--- src/rtl/scope_tap_pkg.sv ---
// Shared definitions for the scope tap capture block: FSM encoding and timestamp width.
// Timestamp support is selected in scope_tap_capture by SCOPE_TAP_TIMESTAMP_EN.
package scope_tap_pkg;

    localparam int TS_W = 16;

    localparam logic [1:0] ST_IDLE  = 2'd0;
    localparam logic [1:0] ST_ARMED = 2'd1;
    localparam logic [1:0] ST_TRIG  = 2'd2;
    localparam logic [1:0] ST_DONE  = 2'd3;

    typedef enum logic [1:0] {
        S_IDLE      = ST_IDLE,
        S_ARMED     = ST_ARMED,
        S_TRIGGERED = ST_TRIG,
        S_DONE      = ST_DONE
    } state_e;

endpackage

--- src/rtl/scope_tap_trig.sv ---
// Trigger evaluation: selects one tapped channel, applies the masked compare and
// qualifies it with an edge history that only advances on qualified samples.
module scope_tap_trig
    import scope_tap_pkg::*;
#(
    parameter int NUM_CH = 4,
    parameter int CH_W   = 32,
    parameter int CSW    = 2
) (
    input  logic                     clock,
    input  logic                     reset_n,
    input  logic [NUM_CH*CH_W-1:0]   tap_data,
    input  logic [CSW-1:0]           trig_ch,
    input  logic [CH_W-1:0]          trig_mask,
    input  logic [CH_W-1:0]          trig_val,
    input  logic                     trig_edge,
    input  logic                     hist_clr,
    input  logic                     hist_upd,
    output logic                     hit
);

    logic [CH_W-1:0] ch_sel;
    logic            ch_ok;
    logic            match;
    logic            prev_match_q, prev_match_d;
    logic            hist_vld_q, hist_vld_d;

    always_comb begin
        ch_sel = '0;
        for (int k = 0; k < NUM_CH; k++) begin
            if (trig_ch == CSW'(k)) begin
                ch_sel = tap_data[k*CH_W +: CH_W];
            end
        end
    end

    assign ch_ok = (32'(trig_ch) < 32'(NUM_CH));
    assign match = ch_ok && ((ch_sel & trig_mask) == (trig_val & trig_mask));

    // Without a previous qualified sample there is no edge to detect.
    assign hit = match && (!trig_edge || (hist_vld_q && !prev_match_q));

    always_comb begin
        prev_match_d = prev_match_q;
        hist_vld_d   = hist_vld_q;
        if (hist_clr) begin
            prev_match_d = 1'b0;
            hist_vld_d   = 1'b0;
        end else if (hist_upd) begin
            prev_match_d = match;
            hist_vld_d   = 1'b1;
        end
    end

    always_ff @(posedge clock) begin
        if (!reset_n) begin
            prev_match_q <= 1'b0;
            hist_vld_q   <= 1'b0;
        end else begin
            prev_match_q <= prev_match_d;
            hist_vld_q   <= hist_vld_d;
        end
    end

endmodule

--- src/rtl/scope_tap_capture.sv ---
// Triggered capture of tapped channels into a circular flop buffer with post-trigger
// count and indexed readout. Define SCOPE_TAP_TIMESTAMP_EN to store a 16-bit timestamp per entry.
module scope_tap_capture
    import scope_tap_pkg::*;
#(
    parameter  int NUM_CH = 4,
    parameter  int CH_W   = 32,
    parameter  int DEPTH  = 16,
    localparam int AW     = $clog2(DEPTH),
    localparam int CSW    = (NUM_CH > 1) ? $clog2(NUM_CH) : 1,
`ifdef SCOPE_TAP_TIMESTAMP_EN
    localparam int RD_W   = NUM_CH*CH_W + TS_W
`else
    localparam int RD_W   = NUM_CH*CH_W
`endif
) (
    input  logic                   clock,
    input  logic                   reset_n,
    input  logic [NUM_CH*CH_W-1:0] tap_data,
    input  logic                   tap_en,
    input  logic                   arm,
    input  logic                   abort,
    input  logic [CSW-1:0]         trig_ch,
    input  logic [CH_W-1:0]        trig_mask,
    input  logic [CH_W-1:0]        trig_val,
    input  logic                   trig_edge,
    input  logic [AW-1:0]          post_cnt,
    output logic [1:0]             state,
    output logic                   done,
    output logic [AW:0]            fill,
    output logic [AW-1:0]          trig_idx,
    input  logic                   rd_en,
    input  logic [AW-1:0]          rd_addr,
    output logic                   rd_valid,
    output logic [RD_W-1:0]        rd_data
);

    logic [1:0]      state_q, state_d;
    logic [AW-1:0]   wr_ptr_q, wr_ptr_d;
    logic [AW-1:0]   cnt_q, cnt_d;
    logic [AW-1:0]   post_q, post_d;
    logic [AW-1:0]   trig_idx_q, trig_idx_d;
    logic [AW:0]     fill_q, fill_d;
    logic [AW:0]     fill_inc;
    logic            rd_valid_q;
    logic [RD_W-1:0] rd_data_q, rd_data_d;
    logic [AW-1:0]   rd_phys;
    logic            wr_en;
    logic            hist_clr;
    logic            hist_upd;
    logic            hit;
    logic [RD_W-1:0] wr_entry;
    logic [RD_W-1:0] mem_q [DEPTH];

`ifdef SCOPE_TAP_TIMESTAMP_EN
    logic [TS_W-1:0] ts_q;

    always_ff @(posedge clock) begin
        if (!reset_n) ts_q <= '0;
        else          ts_q <= ts_q + 1'b1;
    end

    assign wr_entry = {ts_q, tap_data};
`else
    assign wr_entry = tap_data;
`endif

    scope_tap_trig #(
        .NUM_CH (NUM_CH),
        .CH_W   (CH_W),
        .CSW    (CSW)
    ) u_trig (
        .clock     (clock),
        .reset_n   (reset_n),
        .tap_data  (tap_data),
        .trig_ch   (trig_ch),
        .trig_mask (trig_mask),
        .trig_val  (trig_val),
        .trig_edge (trig_edge),
        .hist_clr  (hist_clr),
        .hist_upd  (hist_upd),
        .hit       (hit)
    );

    assign fill_inc = (fill_q == (AW+1)'(DEPTH)) ? fill_q : fill_q + 1'b1;
    assign hist_upd = tap_en && ((state_q == ST_ARMED) || (state_q == ST_TRIG));

    always_comb begin
        state_d    = state_q;
        wr_ptr_d   = wr_ptr_q;
        cnt_d      = cnt_q;
        post_d     = post_q;
        fill_d     = fill_q;
        trig_idx_d = trig_idx_q;
        wr_en      = 1'b0;
        hist_clr   = 1'b0;
        if (abort) begin
            state_d = ST_IDLE;
            fill_d  = '0;
        end else begin
            case (state_q)
                ST_IDLE, ST_DONE: begin
                    if (arm) begin
                        state_d    = ST_ARMED;
                        wr_ptr_d   = '0;
                        fill_d     = '0;
                        trig_idx_d = '0;
                        cnt_d      = '0;
                        hist_clr   = 1'b1;
                    end
                end
                ST_ARMED: begin
                    if (tap_en) begin
                        wr_en    = 1'b1;
                        wr_ptr_d = wr_ptr_q + 1'b1;
                        fill_d   = fill_inc;
                        if (hit) begin
                            state_d = ST_TRIG;
                            cnt_d   = post_cnt;
                            post_d  = post_cnt;
                        end
                    end
                end
                default: begin
                    // Counter already exhausted: close the capture without writing.
                    if (cnt_q == '0) begin
                        state_d    = ST_DONE;
                        trig_idx_d = AW'(fill_q - (AW+1)'(1) - {1'b0, post_q});
                    end else if (tap_en) begin
                        wr_en    = 1'b1;
                        wr_ptr_d = wr_ptr_q + 1'b1;
                        fill_d   = fill_inc;
                        cnt_d    = cnt_q - 1'b1;
                    end
                end
            endcase
        end
    end

    // Once the buffer has wrapped, the oldest entry sits at the write pointer.
    assign rd_phys = ((fill_q == (AW+1)'(DEPTH)) ? wr_ptr_q : '0) + rd_addr;

    always_comb begin
        rd_data_d = '0;
        if (rd_en && (state_q == ST_DONE) && ({1'b0, rd_addr} < fill_q)) begin
            rd_data_d = mem_q[rd_phys];
        end
    end

    always_ff @(posedge clock) begin
        if (!reset_n) begin
            state_q    <= ST_IDLE;
            wr_ptr_q   <= '0;
            cnt_q      <= '0;
            post_q     <= '0;
            fill_q     <= '0;
            trig_idx_q <= '0;
            rd_valid_q <= 1'b0;
            rd_data_q  <= '0;
        end else begin
            state_q    <= state_d;
            wr_ptr_q   <= wr_ptr_d;
            cnt_q      <= cnt_d;
            post_q     <= post_d;
            fill_q     <= fill_d;
            trig_idx_q <= trig_idx_d;
            rd_valid_q <= rd_en;
            rd_data_q  <= rd_data_d;
        end
    end

    always_ff @(posedge clock) begin
        if (wr_en && reset_n) begin
            mem_q[wr_ptr_q] <= wr_entry;
        end
    end

    assign state    = state_q;
    assign done     = (state_q == ST_DONE);
    assign fill     = fill_q;
    assign trig_idx = trig_idx_q;
    assign rd_valid = rd_valid_q;
    assign rd_data  = rd_data_q;

endmodule

--- config.mk ---
export PLATFORM = sky130hd
export DESIGN_NAME = scope_tap_capture
export DESIGN_NICKNAME = d
export VERILOG_FILES = /design/src/rtl/scope_tap_pkg.sv /design/src/rtl/scope_tap_trig.sv /design/src/rtl/scope_tap_capture.sv
export SDC_FILE = /design/constraint.sdc
export NUM_CORES = 2
export LEC_CHECK = 0
export CORE_ASPECT_RATIO = 0.9
export CORE_MARGIN = 1
export CORE_UTILIZATION = 45
export CTS_BUF_LIST = sky130_fd_sc_hd__clkbuf_8
export DETAILED_ROUTE_END_ITERATION = 8
export HOLD_SLACK_MARGIN = 0.1
export PLACE_DENSITY_LB_ADDON = 0.1
export SLEW_MARGIN = 40
export SYNTH_ARGS = -nofsm -noshare
export SYNTH_HDL_FRONTEND = slang
export SYNTH_SLANG_ARGS = --single-unit
--- constraint.sdc ---
create_clock -name clock -period 16.5 [get_ports clock]
set_clock_uncertainty 0.05 [all_clocks]
set_input_delay 4.95 -clock clock [delete_from_list [all_inputs] [get_ports clock]]
set_output_delay 4.95 -clock clock [all_outputs]
set_load 0.05 [all_outputs]
# --- Word level (Yosys, flattened, before mapping) ---
# Memory sizes are Yosys's and may differ from the RTL's. A register that Yosys moved wholly into a read port is not among the register bits.
# Cells that the tools add are included.
totals:
  ff_bits: 26
  latch_bits: 0
  mem_bits_rw: 2048
  romBits: 0
  out_inout_bits: 141
  elab_cells: 96
  n_memories: 1
memory_table:
  columns: ["name", "depth", "word_bits", "read_ports", "rd_ports_with_merged_regs", "write_ports", "line_no", "rtl"]
  rows:
  - ["mem_q", 16, 128, 1, 1, 1, "scope_tap_capture.sv:53", "logic [RD_W-1:0] mem_q [DEPTH];"]
op_classes:
  add_sub_neg: 6
  n_mul: 0
  div: 0
  magnitude_cmp: 1
  n_eq_ne: 12
  shifts: 0
  n_mux: 35
  bitwise: 5
  n_reduce_logical: 27
op_table:
  columns: ["operator", "count"]
  rows:
  - ["32-bit two-way mux", 4]
  - ["32-bit bitwise AND", 2]
  - ["4-bit two-way mux", 9]
  - ["32-bit equality test", 1]
  - ["4-bit case mux with 2 select lines", 3]
  - ["5-bit two-way mux", 4]
  - ["4-bit AND reduction", 3]
  - ["5-bit case mux with 2 select lines", 1]
  - ["2-bit equality test, second input constant", 4]
  - ["1-bit two-way mux", 8]
  - ["2-bit two-way mux", 4]
  - ["4-bit by 1-bit subtractor with 4-bit output, second input constant", 2]
  - ["1-bit logical AND", 6]
  - ["2-bit != test, second input constant", 3]
  - ["6-bit AND reduction", 1]
  - ["3-bit nonzero test", 2]
  - ["2-bit OR reduction", 3]
  - ["5-bit by 1-bit adder with 5-bit output, second input constant", 1]
  - ["5-bit equality test, second input constant", 1]
  - ["4-bit by 5-bit < comparator with 1-bit output", 1]
  - ["4-bit by 1-bit adder with 4-bit output, second input constant", 1]
  - ["4-bit adder", 1]
  - ["2-bit by 1-bit equality test with 1-bit output, second input constant", 2]
  - ["2-bit logical NOT", 2]
  - ["other kinds (11)", 17]

# --- Logic depth before layout (Yosys ltp) ---
logic_depth:
  ltp_word: 11
  mapped_depth: 14

# --- By module ---
# Synthesis repeated with hierarchy kept, for this count alone.
hier_totals:
  cells_unflattened: 3849
  hier_area_um2: 85548.3
modules_own_cells:
  columns: ["module", "n_inst", "cells_per_inst", "area_per_inst_um2", "seq_area_each_um2"]
  rows:
  - ["scope_tap_capture", 1, 3618, 83558.9, 64541.9]
  - ["scope_tap_trig", 1, 231, 1989.4, 40.0]

# --- Worst setup path before layout ---
# OpenSTA, ideal clock, no wires.
synth_path:
  path_kind: "input -> register"
  from: "input reset_n"
  to: "memory mem_q[3][0] (netlist name) (enable)"
  setup_ps: 772
  t_arrival_ps: 14503
  required_time_ps: 15678
  path_slack_ps: 1176
  path_stages: 5
  path_buffers: 1
  path_cell_list: "clkbuf_1 > nand2b_1 > nor3b_1 > nand2_1 > nor3_1"
synth_via:
  elab_chain_len: 3
synth_rtl:
  columns: ["element", "line_no", "rtl"]
  rows:
  - ["start, declared", "scope_tap_capture.sv:18", "input logic reset_n,"]
  - ["1-bit logical AND", "scope_tap_capture.sv:173", "if (wr_en && reset_n) begin"]
  - ["1-bit two-way mux", "scope_tap_capture.sv:173", null]
  - ["1-bit two-way mux (implied by the code)", "scope_tap_capture.sv:174", "mem_q[wr_ptr_q] <= wr_entry;"]
  - ["end, declared", "scope_tap_capture.sv:53", null]
# No other way between the ends.

# --- Final worst setup path ---
layout_path:
  from: "input rd_addr[0]"
  to: "register rd_data_q[112], in the netlist rd_data[112], read port of mem_q"
layout_via:
  elab_chain_len: 4
layout_rtl:
  columns: ["element", "line_no", "rtl"]
  rows:
  - ["start, declared", "scope_tap_capture.sv:33", "input logic [AW-1:0] rd_addr,"]
  - ["4-bit by 5-bit < comparator with 1-bit output", "scope_tap_capture.sv:145", "if (rd_en && (state_q == ST_DONE) && ({1'b0, rd_addr} < fill_q)) begin"]
  - ["1-bit logical AND", "scope_tap_capture.sv:145", null]
  - ["2-bit AND reduction (no line)", null, null]
  - ["1-bit logical NOT (no line)", null, null]
  - ["end, declared", "scope_tap_capture.sv:46", "logic [RD_W-1:0] rd_data_q, rd_data_d;"]
# Several ways; a longest one is shown, not always the timed one.
# A chain may end at the register's enable or synchronous reset.

==> metrics.csv <==
stage,metric,value,unit
outcome,status,finished clean,
power_and_ir_drop,vdd_drop_max,0.07836,mV
setup_path,cp.arrival,9.35,ns
setup_path,cp_max_fo,76,
clocking,cts_tree,done,
timing,worstMarginPinSlew,0.9039,ns
placement,port_buffers,349,
final_layout,instances_no_fill,7238,
clocking,clk_path_buf_depth,4,
synthesis,postSynthCellCount,3885,
synthesis,syn-num-nets,4116,
timing,slew_headroom,0.3955,
floorplanning,initial_core_util,0.4533,
final_layout,drive_gt1_frac,0.2424,
global_route,grt_max_degree,126,
clocking,cts_setup_buffers,0,
setup_path,crit_type,in2reg,
route,vias,41865,
floorplanning,rows,150,
synthesis,synth-simple-area-share,0.02184,
timing,min_period,8.555,ns
route,vias_per_cell,5.784,
synthesis,ys_ff_latch,2202,
synthesis,synthMuxAreaShare,0.1638,
final_layout,fillers,14613,
clocking,cts_inserted_buffers,367,
floorplanning,die_x,458.0,µm
timing,tns,0,ns
timing,drv_slew,0,
clocking,cts.repair.resized,0,
clocking,clkLatencyLatePin,1.06,ns
timing,fin_crit_sh,0.5185,
power_and_ir_drop,power,0.01122,W
clocking,clk_pin_slew,0.06,ns
synthesis,ys_types,55,
synthesis,synth_compound_area_frac,0.02857,
timing,setup_violations,0,
timing,rsz0062_at_grt,false,
floorplanning,die_h,412.4,µm
clocking,cts_hold_buf,0,
placement,place_ws,6.976,ns
floorplanning,dieArea,188900,µm²
global_route,antenna_found_initial,45,
synthesis,synth_edf_count,2048,
route,routedWlPerCell,31.52,µm
route,totalWireLength,228200,µm
final_layout,area_growth,16.83,%
timing,hold_violations,0,
floorplanning,top_level_ports,350,
synthesis,synth_top_family_by_area,multiplexers,
setup_path,end_kind,flop,
placement,routabilityCongestion,0.8253,
clocking,root_buffer,clkbuf_8,
route,ant_nets,0,
placement,dp_hpwl,129800,µm
hold_path,hold_class,reg2reg,
run,maxCapViolations,0,
setup_path,required,17.29,ns
timing,fmax,0.1169,GHz
synthesis,ys_seq_area_frac,0.7668,
setup_path,startpoint_type,primary input,
clocking,htree_num_levels,5,
global_route,gr-total-overflow,0,
floorplanning,core,185800,µm²
synthesis,yosysWarningCount,0,
synthesis,synth_ff_type,edfxtp_1,
synthesis,syn_area_per_cell,21.68,µm²
final_layout,fin_nets,4732,
timing,fin_ws,7.945,ns
global_route,grt_pass1_vias,42921,
route,drt_iter0_markers,3800,
route,drt_pass1_iterations,5,
placement,place_inst,6560,
power_and_ir_drop,p_per_area,114.1,nW/µm²
synthesis,synth_adder_area_share,0.003447,
route,route.detailed.drc,0,
synthesis,syn_area,84220,µm²
global_route,grt_use_total,0.2425,
global_route,grt_pass1_wl,321300,µm
power_and_ir_drop,leakage,31.78,nW
synthesis,synthXorXnorAreaFrac,0.004576,
synthesis,ys_async_sr_fraction,0,
clocking,clkSinkCount,2202,
==> final timing paths <==
kind / start / end / slack [ns] / depth (start not counted)
min: u_trig.prev_match_q / u_trig.prev_match_q / 0.44 / 2
min reg2reg: u_trig.prev_match_q / u_trig.prev_match_q / 0.44 / 2
max reg2reg: fill[1] / rd_data[112] / 11.20 / 14
max: rd_addr[0] / rd_data[112] / 7.95 / 11
==> registers in the layout (all words and copies together), names as in the netlist <==
name	cells
cnt_q	4
fill	5
mem_q	2048
post_q	4
rd_data	128
rd_valid	1
state	2
trig_idx	4
u_trig.hist_vld_q	1
u_trig.prev_match_q	1
wr_ptr_q	4
==> critical path: stages <==
cell and delay (ns):
clkdlybuf4s50_1 0.54, ha_4 0.16, inv_1 0.05, fa_4 1.11
buf_12 0.31, buf_16 0.37, buf_4 0.76, mux4_2 0.40
nor2b_1 0.14, a211oi_1 0.26, a211oi_1 0.08
==> cells in the mapped netlist, types with 3 or more instances <==
cell type	number	area share
nor4_1	6	0.00045
and2_1	6	0.00045
dfxtp_1	154	0.037
a32oi_1	8	0.00083
nand4_1	13	0.00097
or3b_2	6	0.00062
o22ai_1	4	0.00030
a21o_1	4	0.00036
mux4_2	518	0.14
clkbuf_1	158	0.0070
nor3b_1	4	0.00036
nor3_1	5	0.00030
nor2_1	48	0.0021
xor2_1	16	0.0017
buf_2	8	0.00048
o21ai_0	9	0.00053
buf_1	51	0.0023
nand3_1	17	0.0010
inv_1	22	0.00098
mux2i_1	213	0.025
a211oi_1	258	0.023
a31oi_1	5	0.00037
xnor2_1	28	0.0029
nand2b_1	12	0.00089
ha_1	20	0.0030
nand3b_1	19	0.0017
a22oi_1	5	0.00045
o22a_1	3	0.00031
edfxtp_1	2048	0.73
a21oi_1	15	0.00089
nand2_1	34	0.0015
nor2b_1	136	0.010
and3_1	5	0.00037
==> report_power, final <==
group / internal [W] / total, W / switching [W]
Clock: 0.00241 / 0.00455 / 0.00214
Combinational: 0.000233 / 0.000565 / 0.000332
Sequential: 0.00610 / 0.00611 / 0.00000305
Total: 0.00875 / 0.0112 / 0.00248
==> metal layers <==
metal  vias to the layer above  wire length, µm  share of wire  GRT usage
li1                      17620                -              -          -
met4                        20             6044          0.026    0.07672
met3                       386            13500          0.059    0.04429
met2                      1383           111100           0.49     0.3902
met1                     22456            97370           0.43     0.3371
met5                         -              122        0.00053          0
==> placed cells by master (no fill, tap or decap), drive strengths merged, types with 13 or more instances in the layout <==
cell type,n
edfxtp,2048
mux4,518
clkbuf,421
clkdlybuf4s50,326
a211oi,258
mux2i,213
inv,159
dfxtp,154
buf,139
nor2b,136
clkinv,79
nor2,48
nand2,34
xnor2,28
diode,24
ha,20
nand3b,19
nand3,17
xor2,16
a21oi,15
nand4,13
==> metrics by stage <==
step	utilization	cell area [µm²]	hold slack (ns)
2_1_floorplan	-	84220	0.3903
5_1_grt	0.5294	98370	0.4608
3_3_place_gp	0.4895	90960	0.3982
3_5_place_dp	0.4919	91400	0.4209
6_report	0.5296	98390	0.4376
4_1_cts	0.5290	98290	0.4301
==> final cells by class <==
| type | count | area, µm² | area share |
|---|---|---|---|
| Clock buffer | 421 | 5794 | 0.05889 |
| Tap cell | 2432 | 3043 | 0.03093 |
| Antenna cell | 24 | 60.06 | 0.0006104 |
| Clock inverter | 229 | 1094 | 0.01111 |
| Multi-Input combinational cell | 1442 | 18910 | 0.1922 |
| Sequential cell | 2202 | 64580 | 0.6564 |
| Inverter | 23 | 86.33 | 0.0008774 |
| Timing Repair Buffer | 465 | 4825 | 0.04903 |
==> cells by family after synthesis <==
| kind of cell | after synthesis |
|---|---|
| simple gates | 319 |
| xor+xnor | 44 |
| mux | 731 |
| flops | 2202 |
| buf+inv | 241 |
| fa+ha+maj | 22 |
| compound gates | 326 |
Power figures use the tool's default switching activity.
